## config.mk

```make
export PLATFORM = sky130hd
export DESIGN_NAME = frogger_game_ctrl
export DESIGN_NICKNAME = d
export VERILOG_FILES = /design/src/rtl/frogger_game_ctrl.sv
export SDC_FILE = /design/constraint.sdc
export NUM_CORES = 1
export LEC_CHECK = 0
export CAP_MARGIN = 30
export CORE_MARGIN = 2
export CORE_UTILIZATION = 30
export DETAILED_ROUTE_END_ITERATION = 16
export PLACE_DENSITY = 0.58
export SLEW_MARGIN = 20
export SYNTH_ARGS = -nofsm -noshare
export SYNTH_HDL_FRONTEND = slang
export SYNTH_SLANG_ARGS = --single-unit
```

## constraint.sdc

```tcl
create_clock -name clk -period 1.9 [get_ports clk]
set_input_delay 0.19 -clock clk [delete_from_list [all_inputs] [get_ports clk]]
set_output_delay 0.19 -clock clk [all_outputs]
set_load 0.1 [all_outputs]
```

## src/rtl/frogger_game_ctrl.sv

```systemverilog
// Game-flow controller for Frogger: sequences new-game/play/pause/new-frog/over
// phases and owns lives, BCD score, level and the inter-phase frame-tick wait timer.
module frogger_game_ctrl #(
    parameter int LIVES          = 3,
    parameter int LIVES_W        = 2,
    parameter int SCORE_DIGITS   = 2,
    parameter int TICK_WAIT      = 120,
    parameter int HITS_PER_LEVEL = 5,
    parameter int LEVEL_W        = 3,
    parameter int MAX_LEVEL      = 7
) (
    input  logic                      clk,
    input  logic                      reset,
    input  logic                      frame_tick,
    input  logic                      btn,
    input  logic                      pause_btn,
    input  logic                      hit,
    input  logic                      miss,
    output logic [2:0]                state,
    output logic                      gra_still,
    output logic [LIVES_W-1:0]        lives,
    output logic [4*SCORE_DIGITS-1:0] score,
    output logic [LEVEL_W-1:0]        level,
    output logic                      win_flash,
    output logic                      game_over
);

    localparam int TMR_W = $clog2(TICK_WAIT + 1);
    localparam int HC_W  = $clog2(HITS_PER_LEVEL + 1);

    typedef enum logic [2:0] {
        ST_NEWGAME = 3'd0,
        ST_PLAY    = 3'd1,
        ST_NEWFROG = 3'd2,
        ST_OVER    = 3'd3,
        ST_PAUSE   = 3'd4
    } state_t;

    state_t                    state_q, state_d;
    logic [TMR_W-1:0]          tmr_q, tmr_d;
    logic                      btn_q;
    logic [LIVES_W-1:0]        lives_q, lives_d;
    logic [4*SCORE_DIGITS-1:0] score_q, score_d, score_inc;
    logic [LEVEL_W-1:0]        level_q, level_d;
    logic [HC_W-1:0]           hc_q, hc_d;
    logic                      win_q, win_d;
    logic                      timer_up, btn_rise, timer_start, hit_taken;
    logic                      carry, all_nines;

    assign timer_up = (tmr_q == '0);
    assign btn_rise = btn & ~btn_q;

    // Ripple-carry BCD increment across all digits in one cycle
    always_comb begin
        carry     = 1'b1;
        score_inc = score_q;
        for (int i = 0; i < SCORE_DIGITS; i++) begin
            if (carry) begin
                if (score_q[4*i +: 4] == 4'd9) begin
                    score_inc[4*i +: 4] = 4'd0;
                end else begin
                    score_inc[4*i +: 4] = score_q[4*i +: 4] + 4'd1;
                    carry               = 1'b0;
                end
            end
        end
        all_nines = carry;
    end

    always_comb begin
        state_d     = state_q;
        lives_d     = lives_q;
        score_d     = score_q;
        level_d     = level_q;
        hc_d        = hc_q;
        timer_start = 1'b0;
        hit_taken   = 1'b0;
        case (state_q)
            ST_NEWGAME: begin
                lives_d = LIVES_W'(LIVES);
                score_d = '0;
                level_d = '0;
                hc_d    = '0;
                if (btn_rise) state_d = ST_PLAY;
            end
            ST_PLAY: begin
                if (timer_up && miss) begin
                    timer_start = 1'b1;
                    if (lives_q == LIVES_W'(1)) begin
                        lives_d = '0;
                        state_d = ST_OVER;
                    end else begin
                        lives_d = lives_q - LIVES_W'(1);
                        state_d = ST_NEWFROG;
                    end
                end else if (timer_up && hit) begin
                    timer_start = 1'b1;
                    hit_taken   = 1'b1;
                    if (!all_nines) score_d = score_inc;
                    if (hc_q == HC_W'(HITS_PER_LEVEL - 1)) begin
                        hc_d = '0;
                        if (level_q != LEVEL_W'(MAX_LEVEL)) level_d = level_q + LEVEL_W'(1);
                    end else begin
                        hc_d = hc_q + HC_W'(1);
                    end
                end else if (pause_btn) begin
                    state_d = ST_PAUSE;
                end
            end
            ST_NEWFROG: begin
                if (timer_up && btn_rise) state_d = ST_PLAY;
            end
            ST_OVER: begin
                if (timer_up) begin
                    state_d = ST_NEWGAME;
                    lives_d = LIVES_W'(LIVES);
                    score_d = '0;
                    level_d = '0;
                    hc_d    = '0;
                end
            end
            ST_PAUSE: begin
                if (pause_btn) state_d = ST_PLAY;
            end
            default: state_d = ST_NEWGAME;
        endcase

        // A tick coincident with the load is deliberately not counted
        tmr_d = tmr_q;
        if (timer_start) begin
            tmr_d = TMR_W'(TICK_WAIT);
        end else if (frame_tick && !timer_up && state_q != ST_PAUSE) begin
            tmr_d = tmr_q - TMR_W'(1);
        end

        // Looking at next-state values keeps the flag exact to the wait window
        win_d = (state_d == ST_PLAY) && (hit_taken || (win_q && tmr_d != '0));
    end

    always_ff @(posedge clk) begin
        if (reset) begin
            state_q <= ST_NEWGAME;
            tmr_q   <= '0;
            btn_q   <= 1'b0;
            lives_q <= LIVES_W'(LIVES);
            score_q <= '0;
            level_q <= '0;
            hc_q    <= '0;
            win_q   <= 1'b0;
        end else begin
            state_q <= state_d;
            tmr_q   <= tmr_d;
            btn_q   <= btn;
            lives_q <= lives_d;
            score_q <= score_d;
            level_q <= level_d;
            hc_q    <= hc_d;
            win_q   <= win_d;
        end
    end

    assign state     = state_q;
    assign gra_still = !(state_q == ST_PLAY && timer_up);
    assign lives     = lives_q;
    assign score     = score_q;
    assign level     = level_q;
    assign win_flash = win_q;
    assign game_over = (state_q == ST_OVER);

endmodule

```

==> impl_metrics.json, run 1 <==
{
  "async_flop_share": 0,
  "antenna_cells": 0,
  "cts.clk_slew.worst_paths_ns": 0.10,
  "failed_checks": "negative setup slack",
  "grt_max_degree": 21,
  "grt_pass1_wl_um": 7190,
  "synthTopCellsByArea": "dfxtp_1 (34%), ha_1 (8.4%), nor2_1 (5.0%)",
  "skew_ns": 0.00457,
  "cp_max_fo": 2,
  "syn_nets": 213,
  "timing.rr.end": "win_flash",
  "num_vias": 1602,
  "power.total_mw": 3.11,
  "max_slew.worst_pin.slew_ns": 0.498,
  "reg2reg_from": "state[1]",
  "drt-initial-drc-count": 101,
  "hold_ws_ns": 0.478,
  "fmax_ghz": 0.522,
  "syn_area_per_cell_um2": 8.44,
  "final_common_cell": "buf_4",
  "yosysSeqAreaShare": 0.341,
  "hold_depth": 2,
  "slew_viol_final": 0,
  "worst_ep_arrival_time_ns": 2.07,
  "grt_overflow_total": 0,
  "antenna_left": 0,
  "start_util": 0.316,
  "syn_inst": 195,
  "worstRegToRegCells": 6,
  "dp_hpwl_um": 3220,
  "preCtsSetupSlack_ns": -0.126,
  "grt_use_total": 0.145,
  "core_mm2": 0.00520,
  "crit_type": "flop to flop",
  "min_path_type": "flop to flop",
  "layout_setup_ws_ns": -0.0140,
  "required_ns": 2.05,
  "final-hold-violation-count": 0,
  "gp_congestion": 0.917,
  "min_to": "hc_q[0]",
  "cts.path.max_buffers": 2,
  "period_needed_ns": 1.91,
  "worstSetupEndpointType": "flop",
  "synth_warnings": 0,
  "grt_setup_unrepaired": "yes",
  "io_pins": 26,
  "relSlewSlack": 0.667,
  "setup_viol": 1,
  "die_area_mm2": 0.00609,
  "antenna_found_initial": 0,
  "min_period_over_period": 1.01,
  "drc": 0,
  "wl_per_cell_um": 13.6,
  "min_from": "hc_q[0]",
  "area_delta_synth_final_pct": 45.8,
  "r2r_setup_slack_ns": -0.01,
  "tns_ns": -0.0140,
  "status": "finished with violations",
  "portBuffers": 25,
  "drive_gt1_frac": 0.374,
  "ys.flop_type": "dfxtp_1",
  "detail_route.first_pass.iterations": 4,
  "maxCapViolCount": 0,
  "synth_enable_flop_cells": 0,
  "synth.distinct_cells": 46,
  "yosysTopAreaCell": "dfxtp_1",
  "critPathLaunch": "state[1]",
  "synth.cell_area_mm2": 0.00165,
  "numCtsBuffers": 3,
  "fin_util": 0.461,
  "ir_worst_vdd_uv": 568,
  "synth-seq-cells": 28,
  "cts_root_buffer": "clkbuf_8",
  "cts_tree": "done",
  "synth_top_area_frac": 0.341,
  "die_y_um": 78.1,
  "rows": 26,
  "cts_max_level": 1,
  "viasPerCell": 5.07,
  "hold_buffers": 0,
  "die_width_um": 78.1,
  "power_density_mw_per_mm2": 1300,
  "cellLeakagePower_nw": 0.994,
  "first_global_vias": 1501,
  "cts_num_sinks": 28,
  "drt-total-wl_um": 4310,
  "insertion_delay_ns": 0.27,
  "most-common-layout-cells": "buf_4 (44), nor2_1 (22), dfxtp_1 (16), a21oi_1 (12)",
  "nets": 265,
  "worst_setup_path_start_kind": "flop"
}
==> cells in the mapped netlist, drive strengths merged, types with 3 or more instances <==
library cell,number
inv,12
nand3b,3
or3,3
nand2,7
dfxtp,28
xnor2,7
nor3,12
and2,4
xor2,3
nand3,7
clkbuf,6
nor2,22
o21ai,4
mux2i,5
nor3b,3
a21oi,15
nor2b,6
nand4b,3
ha,11
or2,3
a211oi,4
==> layer usage <==
| layer | vias to the layer above | global-route usage | routed length (um) |
|---|---|---|---|
| li1 | 797 | - | - |
| met1 | 770 | 0.193 | 2030 |
| met2 | 31 | 0.244 | 2070 |
| met3 | 4 | 0.0184 | 149 |
| met4 | 0 | 0.0474 | 52 |
| met5 | - | 0 | 0 |
==> layout make-up <==
cell class / instances / area (um2)
clock buffers: 3 / 41.3
clock inverters: 1 / 3.75
fillers: 515 / 2810
inverters: 12 / 50.0
multi-input cells: 147 / 1170
flip-flops and latches: 28 / 583
well taps: 70 / 87.6
repair buffers: 55 / 464
==> logic make-up after synthesis <==
group / count (synthesis) / synth area share
AO/OA/AOI/OAI: 38 / 0.158
XOR/XNOR: 10 / 0.0532
adder cells (fa/ha/maj): 11 / 0.0836
buffers and inverters: 20 / 0.0464
flip-flops: 28 / 0.341
multiplexers: 5 / 0.0304
AND/OR/NAND/NOR: 83 / 0.287
==> worst max path at each step <==
stage,endpoint,slack (ns),cells after the start
final,win_flash,-0.01,6
after global routing,win_flash,-0.07,7
after CTS,win_flash,-0.02,9
after detailed placement,win_flash,-0.13,7
after global placement,win_flash,-0.08,7
after floorplan,win_flash,-0.26,6
==> what timing repair did <==
action / in CTS / in global routing
gates resized for setup: 11 / 25
pin swaps: 1 / 9
buffers inserted: 0 / 1
endpoints found under the setup margin: 8 / 19
==> where the power goes <==
part           switching [mW]  internal, mW
Clock                   0.183         0.145
Combinational            1.09         0.889
Sequential              0.107         0.693
Total                    1.38          1.73
==> stage by stage <==
stage	instance area, um2	instances
CTS	2280	315
floorplan	1700	195
finish	2400	316
global placement	2190	311
global route	2400	316
detailed placement	2190	311
==> worst max-delay path, stage by stage (launching register included) <==
cell	delay [ns]
dfxtp_4	0.36
nor3b_1	0.44
a211oi_2	0.10
or3_1	0.34
a2111oi_2	0.32
buf_4	0.16
a311oi_1	0.07
==> flip-flops by register name (all words and copies together), names as in the netlist <==
name,flops
score,8
lives,2
level,3
hc_q,3
btn_q,1
win_flash,1
state,3
tmr_q,7
Note: power is estimated with default switching activity, not from simulation.
==> run 2: changes to the inputs <==
--- a/config.mk
+++ b/config.mk
@@ -9,6 +9,7 @@
 export CORE_MARGIN = 2
 export CORE_UTILIZATION = 30
 export DETAILED_ROUTE_END_ITERATION = 16
+export GPL_TIMING_DRIVEN = 0
 export PLACE_DENSITY = 0.58
 export SLEW_MARGIN = 20
 export SYNTH_ARGS = -nofsm -noshare
==> impl_metrics.json, run 2 (same netlist as run 1, synthesis figures left out) <==
{
  "status": "finished with violations",
  "failed_checks": "negative setup slack",
  "largest_reg_flops": 8,
  "numCtsBuffers": 3,
  "grt_overflow_total": 0,
  "min_period_over_period": 1.06,
  "drt-initial-drc-count": 105,
  "worst_setup_path_start_kind": "flop",
  "die_y_um": 78.1,
  "gp_congestion": 0.834,
  "start_util": 0.316,
  "place_area_mm2": 0.00202,
  "tns_ns": -0.412,
  "cts_num_sinks": 28,
  "cp.depth": 7,
  "area_delta_synth_final_pct": 37.5,
  "viasPerCell": 4.95,
  "grt_setup_unrepaired": "yes",
  "insertion_delay_ns": 0.28,
  "first_global_vias": 1479,
  "fmax_ghz": 0.495,
  "fillers": 548,
  "die_area_mm2": 0.00609,
  "r2r_setup_slack_ns": -0.12,
  "cts.clk_slew.worst_paths_ns": 0.09,
  "antenna_left": 0,
  "path_delay_family": "simple AND/OR/NAND/NOR gates",
  "nets": 253,
  "cts.path.max_buffers": 2,
  "worst_ep_arrival_time_ns": 2.21,
  "grt_use_total": 0.140,
  "antenna_cells": 0,
  "drive_gt1_frac": 0.269,
  "seq_area_um2": 586,
  "drt-total-wl_um": 4010,
  "worstRegToRegCells": 7,
  "power_density_mw_per_mm2": 1350,
  "crit_type": "flop to flop",
  "hold_buffers": 0,
  "power.total_mw": 3.06,
  "period_needed_ns": 2.02,
  "drc": 0,
  "cellLeakagePower_nw": 0.940,
  "maxCapViolCount": 0,
  "required_ns": 2.09,
  "critPathCapture": "win_flash",
  "layout_setup_ws_ns": -0.119,
  "cp_slowest_cell": "or4_4",
  "critical_path_buf_inv_count": 1,
  "slew_viol_final": 0,
  "critPathLaunch": "tmr_q[0]",
  "wl_per_cell_um": 13.2,
  "antenna_found_initial": 0,
  "grt_max_degree": 16,
  "cpPeakStageDelay_ns": 0.57,
  "io_pins": 26,
  "cts_root_buffer": "clkbuf_8",
  "reg2reg_from": "tmr_q[0]",
  "num_vias": 1504,
  "die_width_um": 78.1,
  "setup_viol": 8,
  "dp_hpwl_um": 2870,
  "cts_tree": "done",
  "worstSetupEndpointType": "flop",
  "ir_worst_vdd_uv": 440,
  "min_path_type": "input pin to flop",
  "crit_chain": "inv_4 > ha_4 > or3b_1 > or4_4 > xnor2_2 > nor2_2 > a311oi_2",
  "grt_pass1_wl_um": 6950,
  "max_slew.worst_pin.slew_ns": 0.963,
  "portBuffers": 24,
  "core_mm2": 0.00520,
  "timing.rr.end": "win_flash",
  "detail_route.first_pass.iterations": 4,
  "final-hold-violation-count": 0,
  "final_common_cell": "nor2_1",
  "relSlewSlack": 0.361,
  "fin_util": 0.435,
  "multi_input_area_mm2": 0.00114,
  "final_cell_area_mm2": 0.00226,
  "rows": 26,
  "cp_max_fo": 2,
  "cts_max_level": 1,
  "most-common-layout-cells": "nor2_1 (20), dlygate4sd2_1 (17), dfxtp_1 (16), a21oi_1 (12), buf_4 (12)",
  "skew_ns": 0.00736
}
-- run 2: what timing repair did --
item / 4_1_cts / 5_1_grt
buffers inserted: 7 / 5
setup endpoints to repair: 40 / 23
gates resized for setup: 48 / 15
pin swaps: 7 / 11
cloned: 0 / 0
-- run 2: cell type report --
cell class / instances / area share
Buffer: 7 / 0.0160
Clock buffer: 4 / 0.0243
Inverter: 12 / 0.0221
Multi-Input combinational cell: 147 / 0.504
Sequential cell: 28 / 0.259
Tap cell: 70 / 0.0387
Timing Repair Buffer: 36 / 0.136
-- run 2: how the worst min path moves through the flow --
stage | start | to | cells past startpoint
finish | reset | tmr_q[1] | 2
global route | reset | tmr_q[1] | 2
CTS | reset | tmr_q[1] | 2
detailed placement | hc_q[0] | hc_q[0] | 2
global placement | hc_q[0] | hc_q[0] | 2
floorplan | btn | btn_q | 1
-- run 2: worst register-to-register path, delay by kind of cell, from the launching register on --
| family | cells | cell delay [ns] |
|---|---|---|
| and+or+nand+nor | 3 | 0.98 |
| DFF | 1 | 0.36 |
| AOI/OAI and AO/OA | 1 | 0.23 |
| xor gates and xnor gates | 1 | 0.19 |
| adders and majority gates | 1 | 0.12 |
| buffers and inverters | 1 | 0.07 |
-- run 2: report_power, final --
| group | total (mW) | switching, mW | internal (mW) |
|---|---|---|---|
| registers | 0.826 | 0.129 | 0.697 |
| clock network | 0.373 | 0.188 | 0.186 |
| logic | 1.86 | 1.05 | 0.810 |
| total | 3.06 | 1.36 | 1.69 |
-- run 2: per-layer routing --
| metal | track usage | share of wire |
|---|---|---|
| met5 | 0 | 0 |
| met4 | 0.0544 | 0.017 |
| met3 | 0.0184 | 0.029 |
| met2 | 0.230 | 0.45 |
| met1 | 0.186 | 0.50 |
-- run 2: stage by stage --
stage	setup WS, ns	hold WS (ns)	instances
5_1_grt	-0.179	0.368	304
3_5_place_dp	-0.556	0.470	289
4_1_cts	-0.138	0.335	299
2_1_floorplan	-0.257	0.318	195
6_report	-0.119	0.339	304
3_3_place_gp	-0.562	0.463	289
==> run 3: changes to the inputs <==
--- a/config.mk
+++ b/config.mk
@@ -11,6 +11,7 @@
 export DETAILED_ROUTE_END_ITERATION = 16
 export GPL_TIMING_DRIVEN = 0
 export PLACE_DENSITY = 0.58
+export SETUP_SLACK_MARGIN = 0.5
 export SLEW_MARGIN = 20
 export SYNTH_ARGS = -nofsm -noshare
 export SYNTH_HDL_FRONTEND = slang
==> constraint.sdc (replaced) <==
create_clock -name clk -period 1.8 [get_ports clk]
set_input_delay 0.18 -clock clk [delete_from_list [all_inputs] [get_ports clk]]
set_output_delay 0.18 -clock clk [all_outputs]
set_load 0.1 [all_outputs]
==> impl_metrics.json, run 3 (same netlist as run 1, synthesis figures left out) <==
{
  "first_global_vias": 1536,
  "relSlewSlack": 0.585,
  "crit_type": "flop to flop",
  "worst_ep_arrival_time_ns": 2.28,
  "drc": 0,
  "cts.path.max_buffers": 2,
  "drive_gt1_frac": 0.425,
  "antenna_found_initial": 0,
  "cts_tree": "done",
  "insertion_delay_ns": 0.28,
  "worstSetupEndpointType": "flop",
  "numCtsBuffers": 3,
  "cts_root_buffer": "clkbuf_8",
  "start_util": 0.316,
  "grt_setup_unrepaired": "yes",
  "slew_viol_final": 0,
  "wl_per_cell_um": 13.9,
  "cellLeakagePower_nw": 0.964,
  "gp_congestion": 0.829,
  "maxCapViolCount": 0,
  "grt_overflow_total": 0,
  "detail_route.first_pass.iterations": 4,
  "internal-power_mw": 1.98,
  "ir_worst_vdd_uv": 783,
  "most-common-layout-cells": "nor2_1 (19), dfxtp_1 (14), buf_4 (11), buf_6 (10), dfxtp_2 (10)",
  "place_area_mm2": 0.00206,
  "switching_share": 0.438,
  "area_delta_synth_final_pct": 46.8,
  "reg2reg_from": "tmr_q[0]",
  "fillers": 525,
  "drt-initial-drc-count": 61,
  "layout_setup_ws_ns": -0.283,
  "worstRegToRegCells": 9,
  "dp_hpwl_um": 2880,
  "io_pins": 26,
  "grt_max_degree": 16,
  "period_needed_ns": 2.08,
  "grt_use_total": 0.150,
  "r2r_setup_slack_ns": -0.28,
  "skew_ns": 0.0109,
  "seqPwrFrac": 0.248,
  "min_path_type": "input pin to flop",
  "antenna_left": 0,
  "p_switching_mw": 1.55,
  "rows": 26,
  "critPathCapture": "win_flash",
  "grt_pass1_wl_um": 7320,
  "hold_depth": 2,
  "power_density_mw_per_mm2": 1460,
  "worst_setup_path_start_kind": "flop",
  "cts_num_sinks": 28,
  "die_width_um": 78.1,
  "cts_max_level": 1,
  "core_mm2": 0.00520,
  "critPathLaunch": "tmr_q[0]",
  "portBuffers": 24,
  "status": "finished with violations",
  "timing.rr.end": "win_flash",
  "setup_viol": 24,
  "die_area_mm2": 0.00609,
  "final_common_cell": "nor2_1",
  "final-hold-violation-count": 0,
  "min_period_over_period": 1.16,
  "nets": 259,
  "cp_max_fo": 3,
  "max_slew.worst_pin.slew_ns": 0.623,
  "final_cell_area_mm2": 0.00242,
  "drt-total-wl_um": 4320,
  "power.total_mw": 3.53,
  "failed_checks": "negative setup slack",
  "die_y_um": 78.1,
  "largest_reg_flops": 8,
  "required_ns": 2.00,
  "hold_buffers": 0,
  "fmax_ghz": 0.480,
  "antenna_cells": 0,
  "preCtsSetupSlack_ns": -0.653,
  "num_vias": 1560,
  "cts.clk_slew.worst_paths_ns": 0.10,
  "clkPwrFrac": 0.103,
  "p_comb_frac": 0.649,
  "viasPerCell": 5.03,
  "min_from": "reset"
}
## run 3: cell count changes in the layout (fill, tap and decap cells not counted), sizes merged
cell,delta
dlygate4sd2,-17
buf,+15
clkbuf,+8
## run 3: timing repair
action | 4_1_cts | 5_1_grt
gates cloned | 0 | 0
endpoints found under the setup margin | 46 | 38
buffers inserted | 13 | 4
pin swaps | 21 | 13
gates resized for setup | 136 | 33
## run 3: stage by stage
| stage | utilization | setup TNS [ns] | hold WS, ns | std cells |
|---|---|---|---|---|
| 2_1_floorplan | - | -2.87 | 0.308 | 195 |
| 3_3_place_gp | 0.396 | -9.78 | 0.466 | 289 |
| 3_5_place_dp | 0.396 | -10.35 | 0.475 | 289 |
| 4_1_cts | 0.434 | -3.41 | 0.338 | 306 |
| 5_1_grt | 0.464 | -6.74 | 0.317 | 310 |
| 6_report | 0.464 | -4.27 | 0.312 | 310 |
## run 3: area by class of cell
| class | count | area (um2) | share of cell area |
|---|---|---|---|
| sequential | 28 | 588 | 0.243 |
| clock buffer | 4 | 45.0 | 0.0186 |
| inverter | 12 | 47.5 | 0.0197 |
| tap | 70 | 87.6 | 0.0363 |
| multi-input combinational | 147 | 1230 | 0.510 |
| buffer | 8 | 56.3 | 0.0233 |
| timing repair buffer | 41 | 360 | 0.149 |
## run 3: worst max-delay path: stages (launching register included)
cell and delay, ns:
dfxtp_4 0.36, inv_4 0.06, ha_4 0.13, nor4b_4 0.31, buf_4 0.20, buf_6 0.09, nand2_2 0.05, a2111o_1 0.38
and3_4 0.19, a311oi_1 0.23
## run 3: metal layers
layer  up-vias  GRT usage  routed length [um]
met3         4     0.0230                 114
met4         0     0.0404                  35
li1        789          -                   -
met1       745      0.202                2060
met5         -          0                   0
met2        22      0.249                2110
## run 3: how the worst min path moves through the flow
stage | end | slack, ns
after global placement | hc_q[0] | 0.47
final | tmr_q[1] | 0.31
after floorplan | btn_q | 0.31
after global routing | tmr_q[1] | 0.32
after detailed placement | hc_q[0] | 0.48
after CTS | tmr_q[1] | 0.34
## run 3: power groups by stage
stage | logic [mW] | registers [mW] | clock network [mW]
final | 2.29 | 0.877 | 0.363
after global routing | 2.47 | 0.893 | 0.402
after CTS | 2.04 | 0.859 | 0.378
after detailed placement | 1.47 | 0.877 | 0
after global placement | 1.46 | 0.879 | 0
after floorplan | 0.956 | 1.07 | 0
